===== src/rtl/spi_slave_stream.sv =====
// Mode-3 SPI slave on sys_clk: oversampled sclk/mosi/cs, RX byte stream out, TX byte stream in.
// Optional sticky overflow/underrun status ports are built when SPI_SLAVE_STATUS_EN is defined.
module spi_slave_stream #(
  parameter int          SYNC_STAGES = 2,
  parameter logic [7:0]  IDLE_TX     = 8'hFF
) (
  input  logic       sys_clk,
  input  logic       sys_rst_n,
  input  logic       spi_clk_i,
  input  logic       spi_mosi_i,
  input  logic       spi_cs_i,
  output logic       spi_miso_o,
  output logic [7:0] rx_data_o,
  output logic       rx_valid_o,
  input  logic       rx_ready_i,
  input  logic [7:0] tx_data_i,
  input  logic       tx_valid_i,
  output logic       tx_ready_o,
  output logic       frame_active_o
`ifdef SPI_SLAVE_STATUS_EN
  ,
  input  logic       status_clr_i,
  output logic       rx_ovf_o,
  output logic       tx_udf_o
`endif
);

  typedef enum logic {ST_IDLE, ST_ACTIVE} state_e;

  logic [SYNC_STAGES-1:0] sclk_sync_q, cs_sync_q, mosi_sync_q;
  logic                   sclk_prev_q, cs_prev_q;

  // NOTE: sequential state uses non-blocking (<=) so every flop samples pre-edge values.
  always_ff @(posedge sys_clk or negedge sys_rst_n) begin
    if (!sys_rst_n) begin
      sclk_sync_q <= '1;
      cs_sync_q   <= '1;
      mosi_sync_q <= '0;
      sclk_prev_q <= 1'b1;
      cs_prev_q   <= 1'b1;
    end else begin
      sclk_sync_q[0] <= spi_clk_i;
      cs_sync_q[0]   <= spi_cs_i;
      mosi_sync_q[0] <= spi_mosi_i;
      for (int i = 1; i < SYNC_STAGES; i++) begin
        sclk_sync_q[i] <= sclk_sync_q[i-1];
        cs_sync_q[i]   <= cs_sync_q[i-1];
        mosi_sync_q[i] <= mosi_sync_q[i-1];
      end
      sclk_prev_q <= sclk_sync_q[SYNC_STAGES-1];
      cs_prev_q   <= cs_sync_q[SYNC_STAGES-1];
    end
  end

  logic sclk_s, cs_s, mosi_s;
  logic sclk_fall, sclk_rise, cs_fall, cs_rise;

  assign sclk_s    = sclk_sync_q[SYNC_STAGES-1];
  assign cs_s      = cs_sync_q[SYNC_STAGES-1];
  assign mosi_s    = mosi_sync_q[SYNC_STAGES-1];
  assign sclk_fall = sclk_prev_q & ~sclk_s;
  assign sclk_rise = ~sclk_prev_q & sclk_s;
  assign cs_fall   = cs_prev_q & ~cs_s;
  assign cs_rise   = ~cs_prev_q & cs_s;

  state_e     state_q, state_d;
  logic [2:0] bit_cnt_q, bit_cnt_d;
  logic [7:0] tx_shift_q, tx_shift_d;
  logic [6:0] rx_shift_q, rx_shift_d;
  logic       miso_q, miso_d;
  logic [7:0] rx_data_q, rx_data_d;
  logic       rx_valid_q, rx_valid_d;

  logic       edge_en, tx_fetch, rx_push;
  logic [7:0] rx_byte;

  // A CS rise suppresses any sclk edge seen in the same cycle.
  assign edge_en  = (state_q == ST_ACTIVE) && !cs_rise;
  assign tx_fetch = edge_en && sclk_fall && (bit_cnt_q == 3'd0);
  assign rx_push  = edge_en && sclk_rise && (bit_cnt_q == 3'd7);
  assign rx_byte  = {rx_shift_q, mosi_s};

  always_comb begin
    // NOTE: every output of this block gets a default first, so no latch can be inferred.
    state_d    = state_q;
    bit_cnt_d  = bit_cnt_q;
    tx_shift_d = tx_shift_q;
    rx_shift_d = rx_shift_q;
    miso_d     = 1'b1;
    rx_data_d  = rx_data_q;
    rx_valid_d = rx_valid_q;

    if (rx_valid_q && rx_ready_i) rx_valid_d = 1'b0;

    case (state_q)
      ST_IDLE: begin
        if (cs_fall) begin
          state_d   = ST_ACTIVE;
          bit_cnt_d = 3'd0;
        end
      end
      ST_ACTIVE: begin
        if (cs_rise) begin
          // Aborted frame: drop any partial byte and restart alignment.
          state_d    = ST_IDLE;
          bit_cnt_d  = 3'd0;
          rx_shift_d = '0;
          tx_shift_d = '0;
        end else begin
          miso_d = tx_shift_q[7];
          if (sclk_fall) begin
            if (bit_cnt_q == 3'd0) tx_shift_d = tx_valid_i ? tx_data_i : IDLE_TX;
            else                   tx_shift_d = {tx_shift_q[6:0], 1'b0};
          end else if (sclk_rise) begin
            rx_shift_d = rx_byte[6:0];
            bit_cnt_d  = bit_cnt_q + 3'd1;
            if (rx_push && (!rx_valid_q || rx_ready_i)) begin
              rx_data_d  = rx_byte;
              rx_valid_d = 1'b1;
            end
          end
        end
      end
      default: state_d = ST_IDLE;
    endcase
  end

  always_ff @(posedge sys_clk or negedge sys_rst_n) begin
    if (!sys_rst_n) begin
      state_q    <= ST_IDLE;
      bit_cnt_q  <= 3'd0;
      tx_shift_q <= '0;
      rx_shift_q <= '0;
      miso_q     <= 1'b1;
      rx_data_q  <= '0;
      rx_valid_q <= 1'b0;
    end else begin
      state_q    <= state_d;
      bit_cnt_q  <= bit_cnt_d;
      tx_shift_q <= tx_shift_d;
      rx_shift_q <= rx_shift_d;
      miso_q     <= miso_d;
      rx_data_q  <= rx_data_d;
      rx_valid_q <= rx_valid_d;
    end
  end

  assign spi_miso_o     = miso_q;
  assign rx_data_o      = rx_data_q;
  assign rx_valid_o     = rx_valid_q;
  assign tx_ready_o     = tx_fetch;
  assign frame_active_o = (state_q == ST_ACTIVE);

`ifdef SPI_SLAVE_STATUS_EN
  logic rx_ovf_q, tx_udf_q;
  logic rx_ovf_evt, tx_udf_evt;

  assign rx_ovf_evt = rx_push && rx_valid_q && !rx_ready_i;
  assign tx_udf_evt = tx_fetch && !tx_valid_i;

  // Sticky flags: a set event outranks a simultaneous clear.
  always_ff @(posedge sys_clk or negedge sys_rst_n) begin
    if (!sys_rst_n) begin
      rx_ovf_q <= 1'b0;
      tx_udf_q <= 1'b0;
    end else begin
      if (rx_ovf_evt)        rx_ovf_q <= 1'b1;
      else if (status_clr_i) rx_ovf_q <= 1'b0;
      if (tx_udf_evt)        tx_udf_q <= 1'b1;
      else if (status_clr_i) tx_udf_q <= 1'b0;
    end
  end

  assign rx_ovf_o = rx_ovf_q;
  assign tx_udf_o = tx_udf_q;
`endif

endmodule


===== config.mk =====
export PLATFORM = sky130hd
export DESIGN_NAME = spi_slave_stream
export DESIGN_NICKNAME = d
export VERILOG_FILES = /design/src/rtl/spi_slave_stream.sv
export SDC_FILE = /design/constraint.sdc
export NUM_CORES = 1
export LEC_CHECK = 0
export ABC_AREA = 1
export BUFFER_PORTS_ARGS = -buffer_cell sky130_fd_sc_hd__buf_2
export CORE_MARGIN = 8
export CORE_UTILIZATION = 50
export DETAILED_ROUTE_END_ITERATION = 12
export HOLD_SLACK_MARGIN = 0.15
export PLACE_DENSITY = 0.72
export SLEW_MARGIN = 5
export SYNTH_ARGS = -nofsm -noshare
export SYNTH_HDL_FRONTEND = slang
export SYNTH_SLANG_ARGS = --single-unit

===== constraint.sdc =====
create_clock -name sys_clk -period 2.5 [get_ports sys_clk]
set_input_delay 0 -clock sys_clk [delete_from_list [all_inputs] [get_ports sys_clk]]
set_output_delay 0 -clock sys_clk [all_outputs]
set_load 0.1 [all_outputs]

==> out/metrics.cfg <==
[timing]
fin_worst_skew_ns=0.01062
post-route-period-util_pct=83.91
finalHoldViolCount=0
fin_crit_ns=2.098
final_max_slew_viol_count=0
relSlewSlack_pct=47.09
rsz0062_at_grt=false
fmax_ghz=0.4767
finalSetupViolCount=0
worst_pin_slew_ns=0.7937
finalSetupTns_ns=0
worst_slack_ns=0.4023

[drt]
drt_iter0_markers=98
viasPerCell=4.809
route.detailed.drc=0
routed_wl_um=3201
drtPass1Iterations=4
wl_per_cell_um=12.50
ant_nets=0
vias=1231

[pwr]
pwr-share-clk_pct=24.4
power.switching_mw=0.4225
p_leak_nw=1.086
p_per_area_nw_per_um2=680.1
swShare_pct=31.93
peakVddDrop_mv=0.3917
combPwrFrac_pct=20.6
power_frac_seq_pct=55.0
intPower_mw=0.9006

[min_path]
holdPathEnd=tx_shift_q[2]$_DFFE_PN0P_
whs_path_depth=6
min-delay-start=tx_valid_i
worstHoldPathType=input pin to flip-flop

[logic_synthesis]
synth_fp_nets=184
yosysUniqueCellTypes=21
yosys_warnings=0
ys_ff_latch=37
syn_area_per_cell_um2=9.490
yosys.area.top_type=dfrtp_1
synthTopCellsByArea=dfrtp_1 (48%), nand2_1 (18%), dfstp_2 (12%)
synth_top_area_share_pct=47.66
yosysSeqAreaShare_pct=59.33
synth_area_um2=1575
postSynthCellCount=166

[critical_path]
path_cells=inv_1, ha_1, inv_1, nor2_2, nand2_1, inv_1, buf_2
path_common_cell=inv_1
worstPathArrival_ns=2.10
rr_worst_depth=6
r2r_start=bit_cnt_q[0]$_DFFE_PN0P_
crit_required_ns=2.50
worst-setup-path-type=flip-flop to output port
crit_slowest_cell=buf_2
ff2ff_setup_slack_ns=0.95
worst_setup_path_end_kind=output port
path_max_fanout=15
critical_path.max_stage_delay_ns=0.42
start_kind=flip-flop
regToRegEndpoint=tx_shift_q[0]$_DFFE_PN0P_

[finish]
fillers=247
multiInputGateArea_um2=575.6
seqCellArea_um2=934.6
antenna_cells=0
drive_above_1_share_pct=23.11
final_nets=229
area_delta_synth_final_pct=23.51

[grt]
grt.overflow.total=0
grt_antenna_before_repair=0
grt_pass1_vias=1211
grt_first_pass_wirelength_um=5430
grt_usage_pct=13.80
grt_max_degree=38

[floorplan]
core_um2=3028
io-pin-count=27
dieArea_um2=5203
die_w_um=72.13
initial_utilization_pct=52.02
die_h_um=72.13
row_count=20

[job]
timing.max_cap.violations=0

[clock_network]
numCtsBuffers=5
clock-sinks=37
clkTransAtPathRegs_ns=0.10
clkLatencyLatePin_ns=0.34
htree_levels=2
cts_root_buf=clkbuf_4
cts_setup_buffers=0
clk_path_buf_depth=2
cts_tree=yes

[placed_design]
gp_congestion=0.7719
portBuffers=26
pre_cts_slack_ns=0.8093
dpl.hpwl_um=2054

[outcome]
status=finished, final reports clean

## final cells by class
class	count	area share, %
sequential	37	48.04
multi-input combinational	115	29.58
inverter	11	2.122
timing repair buffer	41	14.41
tap	44	2.830
clock buffer	8	3.023
## placed cells by master (no fill, tap or decap), drive strengths merged
master,n
nand2,78
dfrtp,30
buf,26
dlygate4sd3,15
nor2,12
inv,11
nand4,9
clkbuf,8
o211ai,7
dfstp,7
nand3,3
ha,3
a21oi,1
or2,1
o21ai,1
## flip-flops by register name, indices dropped and copies added (netlist names)
register and count:
rx_data_o 8, rx_valid_o 1, frame_active_o 1, spi_miso_o 1
sclk_sync_q 2, rx_shift_q 7, tx_shift_q 8, mosi_sync_q 2
bit_cnt_q 3, cs_sync_q 2, cs_prev_q 1, sclk_prev_q 1
## metal layers
metal	global-route usage, %	part of all wire (%)
met4	7.483	3.4
met2	21.56	48
met1	15.41	42
met5	0	0
met3	6.061	6.5
## worst max path at each step
stage | depth (start not counted) | endpoint | startpoint
2_1_floorplan | 4 | tx_ready_o | frame_active_o$_DFF_PN0_
3_3_place_gp | 7 | tx_ready_o | bit_cnt_q[0]$_DFFE_PN0P_
3_5_place_dp | 7 | tx_ready_o | bit_cnt_q[0]$_DFFE_PN0P_
4_1_cts | 7 | tx_ready_o | bit_cnt_q[0]$_DFFE_PN0P_
5_1_grt | 7 | tx_ready_o | bit_cnt_q[0]$_DFFE_PN0P_
6_report | 7 | tx_ready_o | bit_cnt_q[0]$_DFFE_PN0P_
## what timing repair did
item | in CTS | in global routing
gates resized for setup | 0 | 0
setup endpoints to repair | 0 | 0
hold endpoints to repair | 48 | 0
hold buffers | 15 | 0
## critical path: cells and delay by family, from the launching register on
kind / cells / cell delay (ns)
simple gates: 2 / 0.56
flops: 1 / 0.41
fa+ha+maj: 1 / 0.15
buf+inv: 4 / 0.64
## power groups by stage
stage / registers [mW] / clock network [mW] / logic, mW
CTS: 0.727 / 0.334 / 0.272
global route: 0.737 / 0.363 / 0.309
finish: 0.727 / 0.323 / 0.273
global placement: 0.734 / 0 / 0.243
detailed placement: 0.738 / 0 / 0.253
floorplan: 0.779 / 0 / 0.152
## cell usage after synthesis (all sizes together)
cell type  count
o21ai          1
or2            1
a21oi          1
nand3          3
nor2          12
dfstp          7
nand2         78
buf            3
o211ai         7
inv           11
nand4          9
ha             3
dfrtp         30
## through the flow
step                      hold WS [ns]  utilization [%]  cells  area, um^2  power [mW]
after global placement          0.1067            57.36    233        1737      0.9770
after detailed placement        0.1062            57.36    233        1737      0.9910
after floorplan                -0.2956                -    166        1575      0.9306
after global routing            0.2031            64.26    256        1946       1.408
final                           0.1771            64.26    256        1946       1.323
after CTS                       0.1562            64.26    256        1946       1.333
## cell families after synthesis
group | count (synthesis) | share of synthesized area (%)
AOI/OAI and AO/OA | 9 | 4.209
adders and majority gates | 3 | 2.383
buffers and inverters | 14 | 4.130
DFF | 37 | 59.33
and+or+nand+nor | 103 | 29.94
Power figures use the tool's default switching activity.
